===== src/rtl/vram_wr_queue.sv =====
// rtl/vram_wr_queue.sv - 4-entry CPU write queue drained into VRAM on sequencer phases 4 and 5
module vram_wr_queue (
    input  logic        pixClk,
    input  logic        nReset,
    input  logic [2:0]  seq,
    input  logic        wrReq,
    input  logic [14:0] wrAddr,
    input  logic [7:0]  wrData,
    input  logic        wrBuf,
    output logic [14:0] vramAddr,
    output logic [7:0]  vramDataOut,
    output logic        nvramWE,
    output logic        nvramCE0,
    output logic        nvramCE1,
    output logic [2:0]  count,
    output logic        full,
    output logic        overflow
);

    localparam logic [1:0] IDLE = 2'd0;
    localparam logic [1:0] WR1  = 2'd1;
    localparam logic [1:0] WR2  = 2'd2;

    // Entry layout: {addr[14:0], data[7:0], buf}
    logic [23:0] mem_q [4];
    logic [23:0] head_entry;

    logic [1:0]  state_q, state_d;
    logic [1:0]  head_q, head_d;
    logic [1:0]  tail_q, tail_d;
    logic [2:0]  count_q, count_d;
    logic        full_q, full_d;
    logic        ovf_q, ovf_d;
    logic        first_q;
    logic [14:0] addr_q, addr_d;
    logic [7:0]  data_q, data_d;
    logic        we_n_q, we_n_d;
    logic        ce0_n_q, ce0_n_d;
    logic        ce1_n_q, ce1_n_d;
    logic        push, pop, start;

    assign head_entry = mem_q[head_q];

    always_comb begin
        // first_q masks the request on the first edge out of reset
        push    = wrReq && !first_q && !full_q;
        start   = (state_q == IDLE) && (seq == 3'd3) && (count_q != 3'd0);
        pop     = (state_q == WR2);

        state_d = state_q;
        case (state_q)
            IDLE:    if (start) state_d = WR1;
            WR1:     state_d = WR2;
            WR2:     state_d = IDLE;
            default: state_d = IDLE;
        endcase

        ovf_d   = ovf_q | (wrReq && !first_q && full_q);
        head_d  = head_q + {1'b0, pop};
        tail_d  = tail_q + {1'b0, push};

        count_d = count_q;
        if (push && !pop)
            count_d = count_q + 3'd1;
        else if (pop && !push)
            count_d = count_q - 3'd1;
        full_d  = (count_d == 3'd4);

        addr_d  = addr_q;
        data_d  = data_q;
        we_n_d  = we_n_q;
        ce0_n_d = ce0_n_q;
        ce1_n_d = ce1_n_q;
        if (start) begin
            addr_d  = head_entry[23:9];
            data_d  = head_entry[8:1];
            we_n_d  = 1'b0;
            ce0_n_d = head_entry[0];
            ce1_n_d = !head_entry[0];
        end else if (pop) begin
            we_n_d  = 1'b1;
            ce0_n_d = 1'b1;
            ce1_n_d = 1'b1;
        end
    end

    always_ff @(posedge pixClk or negedge nReset) begin
        if (!nReset) begin
            state_q <= IDLE;
            head_q  <= 2'd0;
            tail_q  <= 2'd0;
            count_q <= 3'd0;
            full_q  <= 1'b0;
            ovf_q   <= 1'b0;
            first_q <= 1'b1;
            addr_q  <= 15'd0;
            data_q  <= 8'd0;
            we_n_q  <= 1'b1;
            ce0_n_q <= 1'b1;
            ce1_n_q <= 1'b1;
        end else begin
            state_q <= state_d;
            head_q  <= head_d;
            tail_q  <= tail_d;
            count_q <= count_d;
            full_q  <= full_d;
            ovf_q   <= ovf_d;
            first_q <= 1'b0;
            addr_q  <= addr_d;
            data_q  <= data_d;
            we_n_q  <= we_n_d;
            ce0_n_q <= ce0_n_d;
            ce1_n_q <= ce1_n_d;
        end
    end

    // Storage needs no reset; pointers and count define which slots are live
    always_ff @(posedge pixClk) begin
        if (push)
            mem_q[tail_q] <= {wrAddr, wrData, wrBuf};
    end

    assign vramAddr    = addr_q;
    assign vramDataOut = data_q;
    assign nvramWE     = we_n_q;
    assign nvramCE0    = ce0_n_q;
    assign nvramCE1    = ce1_n_q;
    assign count       = count_q;
    assign full        = full_q;
    assign overflow    = ovf_q;

endmodule


===== config.mk =====
export PLATFORM = sky130hd
export DESIGN_NAME = vram_wr_queue
export DESIGN_NICKNAME = d
export VERILOG_FILES = /design/src/rtl/vram_wr_queue.sv
export SDC_FILE = /design/constraint.sdc
export NUM_CORES = 1
export LEC_CHECK = 0
export ABC_AREA = 0
export BUFFER_PORTS_ARGS = -buffer_cell sky130_fd_sc_hd__buf_2
export CAP_MARGIN = 20
export CORE_ASPECT_RATIO = 0.9
export CORE_MARGIN = 2
export CORE_UTILIZATION = 52
export DETAILED_ROUTE_END_ITERATION = 12
export PLACE_DENSITY = 0.77
export SKIP_LAST_GASP = 1
export SYNTH_ARGS = -nofsm -noshare
export SYNTH_HDL_FRONTEND = slang
export SYNTH_SLANG_ARGS = --single-unit
export TNS_END_PERCENT = 20

===== constraint.sdc =====
create_clock -name pixClk -period 3.35 [get_ports pixClk]
set_clock_uncertainty 0.2 [all_clocks]
set_input_delay 0.67 -clock pixClk [delete_from_list [all_inputs] [get_ports pixClk]]
set_output_delay 0.67 -clock pixClk [all_outputs]
set_load 0.02 [all_outputs]

==> metrics.md <==
| Metric | Value |
|---|---|
| All-Layer GR Usage | `a little under a fifth` |
| Drt pass-1 iters | `4` |
| Startpoint class of the critical path | `flip-flop` |
| Vias per cell | `between 5 and 6` |
| Max VDD drop | `~590 uV` |
| Ports | `61` |
| Cell row count | `33` |
| Worst r2r path cells | `4` |
| Worst-path fanout max | `24` |
| Post-route antenna net violation count | `0` |
| Slew HR | `39.11%` |
| # DRC | `0` |
| Layout area overhead | `19.73%` |
| Worst reg2reg startpoint | `full` |
| CTS max path bufs | `2` |
| Netlist Area Pre-Place | `approximately 5000 sq um` |
| F_max | `about 430 MHz` |
| Cells after synthesis | `239` |
| Largest net degree at the start of global routing | `39` |
| Worst Path Required | `3.32 ns` |
| Reg2reg setup slack | `1.03 ns` |
| Net count after synthesis | `roughly 270` |
| Overall Power | `5.260 mW` |
| Max Cap Viol | `0` |
| Cell taking the most area after synthesis | `edfxtp_1` |
| Share of the synthesized area in the top cell type | `about 57%` |
| RSZ-0062 raised after global routing | `no` |
| 1st-iter DRT viols | `~110` |
| Root buf cell | `clkbuf_8` |
| Hold/Removal Path Class | `in -> async` |
| Status | `finished clean` |
| Worst setup margin | `between 1 and 1.5 ns` |
| Ys Warns | `0` |
| Gpl congestion | `roughly 0.76` |
| Min Tclk post-route | `2.324 ns` |
| Clock Pin Slew Worst Setup and Hold Paths | `about 0.060 ns` |
| Global route overflow | `0` |
| Seq/Total Area, Yosys | `76.51%` |
| P_leak | `2.214 nW` |
| Post-place instance area | `between 5000 and 6000 sq um` |
| Final Hold Viols | `0` |
| Vias in the first global route | `roughly 2,600` |
| Routed wire per std cell | `18.91 um` |
| # diodes | `0` |
| First-pass GRT wire length | `between 10,000 and 15,000 um` |
| Pwr Density | `roughly 880 nW/um^2` |
| Sum Neg Setup Slack | `0 ns` |
| Vias | `between 2,000 and 2,500` |
| Pre-CTS setup slack | `about 0.74 ns` |
| Synthesized area per cell | `20.99 sq um` |
| Number of H-tree levels | `4` |
| CP startpoint | `full` |
| Routed WL | `8529 um` |
| Critical path arrival | `roughly 2.3 ns` |
| Sink Count | `between 100 and 150` |
| CP endpoint kind | `flip-flop` |
| Crit path kind | `reg -> reg` |
| Antenna violations before repair | `0` |
| Cts hold-fix bufs | `0` |
| Number of port buffers | `60` |
| Fin nets | `350` |
| Slew Limit Fails | `0` |
| Yosys cell types | `33` |
| CTS resizes | `0` |
| Initial Util | `between 50% and 60%` |
| Synth top area cells | `edfxtp_1, dfrtp_1, mux4_2` |
| Skew-Pair Late Insertion Delay | `just over 0.5 ns` |
| Worst-Margin Slew | `0.9134 ns` |
| Horiz. Die Dim | `about 110 um` |
| Synth Register Bits | `approximately 130` |
| Final Instance Area | `around 6000 sq um` |
| Layout cell share with drive strength beyond 1 | `a little under half` |
| CTS tree | `built` |
| Core area | `between 9000 and 10,000 sq um` |
| Setup violations, final | `0` |
| Buffer count from post-CTS setup fixing | `0` |
| Commonest non-fill, non-tap cell in the layout | `edfxtp_1` |
| Tcrit/Tclk final | `between 60% and 70%` |
| Total clock buffers created by CTS | `17` |
| Final hold slack | `approximately 0.094 ns` |
| DP HPWL | `around 5100 um` |
| Most frequent cells in the layout | `edfxtp_1, buf_2, dfrtp_1` |
| Die Y | `a little under 100 um` |
| Die ar. | `approximately 10,000 sq um` |
[path summary, 6_finish.rpt]
check	end
min in group pixClk	mem_q[0][11]
setup reg to reg	mem_q[1][17]
hold / removal	vramDataOut[5]
hold reg to reg	state_q[1]
setup / recovery	mem_q[1][17]
max in group asynchronous	head_q[0]
[synthesized netlist by cell type]
library cell   n
buf_1          1
dfrtp_1       34
nand2_1        3
o32ai_1        1
o21ai_0        2
clkbuf_1       3
conb_1         1
a2111oi_4      1
inv_1          4
edfxtp_1      96
nor3b_1        2
clkinv_1       1
ha_1           4
and3_1         1
nor2b_1        1
xnor2_1        4
nor3_1         3
mux4_2        24
a21oi_1        2
dfstp_2        4
a221oi_1       1
nand3_1        2
nor2_1         9
xor2_1         1
buf_6          2
o31a_1         1
a31o_2         1
nand2b_1       1
nand3b_1       1
mux2_2        23
or3b_2         1
buf_2          3
and3_2         1
[layer usage]
metal / global-route usage [%] / routed length, um
met5: 0 / 0
met4: 8.679 / 179
met1: 22.69 / 3385
met3: 6.304 / 379
met2: 29.17 / 4584
[power by group]
part | internal (mW) | switching, mW | leakage (nW)
clock | 0.975 | 0.622 | 0.242
combinational | 0.629 | 0.665 | 0.656
sequential | 2.13 | 0.243 | 1.32
total | 3.73 | 1.53 | 2.21
[layout make-up]
| cell class | count | area (sq um) |
|---|---|---|
| Clock buffer | 23 | 436.7 |
| Clock inverter | 9 | 80.08 |
| Fill cell | 645 | 3242 |
| Inverter | 5 | 18.77 |
| Multi-Input combinational cell | 91 | 1126 |
| Sequential cell | 134 | 3840 |
| Tap cell | 122 | 152.6 |
| Timing Repair Buffer | 67 | 352.8 |
[through the flow]
stage	util, %	instances
final	64.95	451
after CTS	64.95	451
after global placement	59.36	419
after global routing	64.95	451
after detailed placement	59.36	419
after floorplan	-	239
[worst max-delay path, stage by stage (launching register included)]
cell     delay, ns
dfrtp_1       0.41
nor3b_1       0.65
nand2_1       0.24
nor2_2        0.12
buf_4         0.33
[cell families (layout without fill, tap and decap cells)]
logic type      after synthesis  in the layout  share of synthesized area [%]
fa+ha+maj                     4              4                         0.9975
buf+inv                      14            104                          1.421
compound gates                9              9                          1.646
other cells                   1              1                        0.07474
simple gates                 25             25                          2.544
flops                       134            134                          76.51
xor+xnor                      5              5                         0.8728
mux                          47             47                          15.94
[flip-flops by register name, summed over array words and instances, names as in the netlist]
signal,flops
vramAddr,15
first_q,1
head_q,2
state_q,2
overflow,1
vramDataOut,8
nvramWE,1
nvramCE0,1
full,1
tail_q,2
mem_q,96
count,3
nvramCE1,1
(Power assumes the default switching activity.)
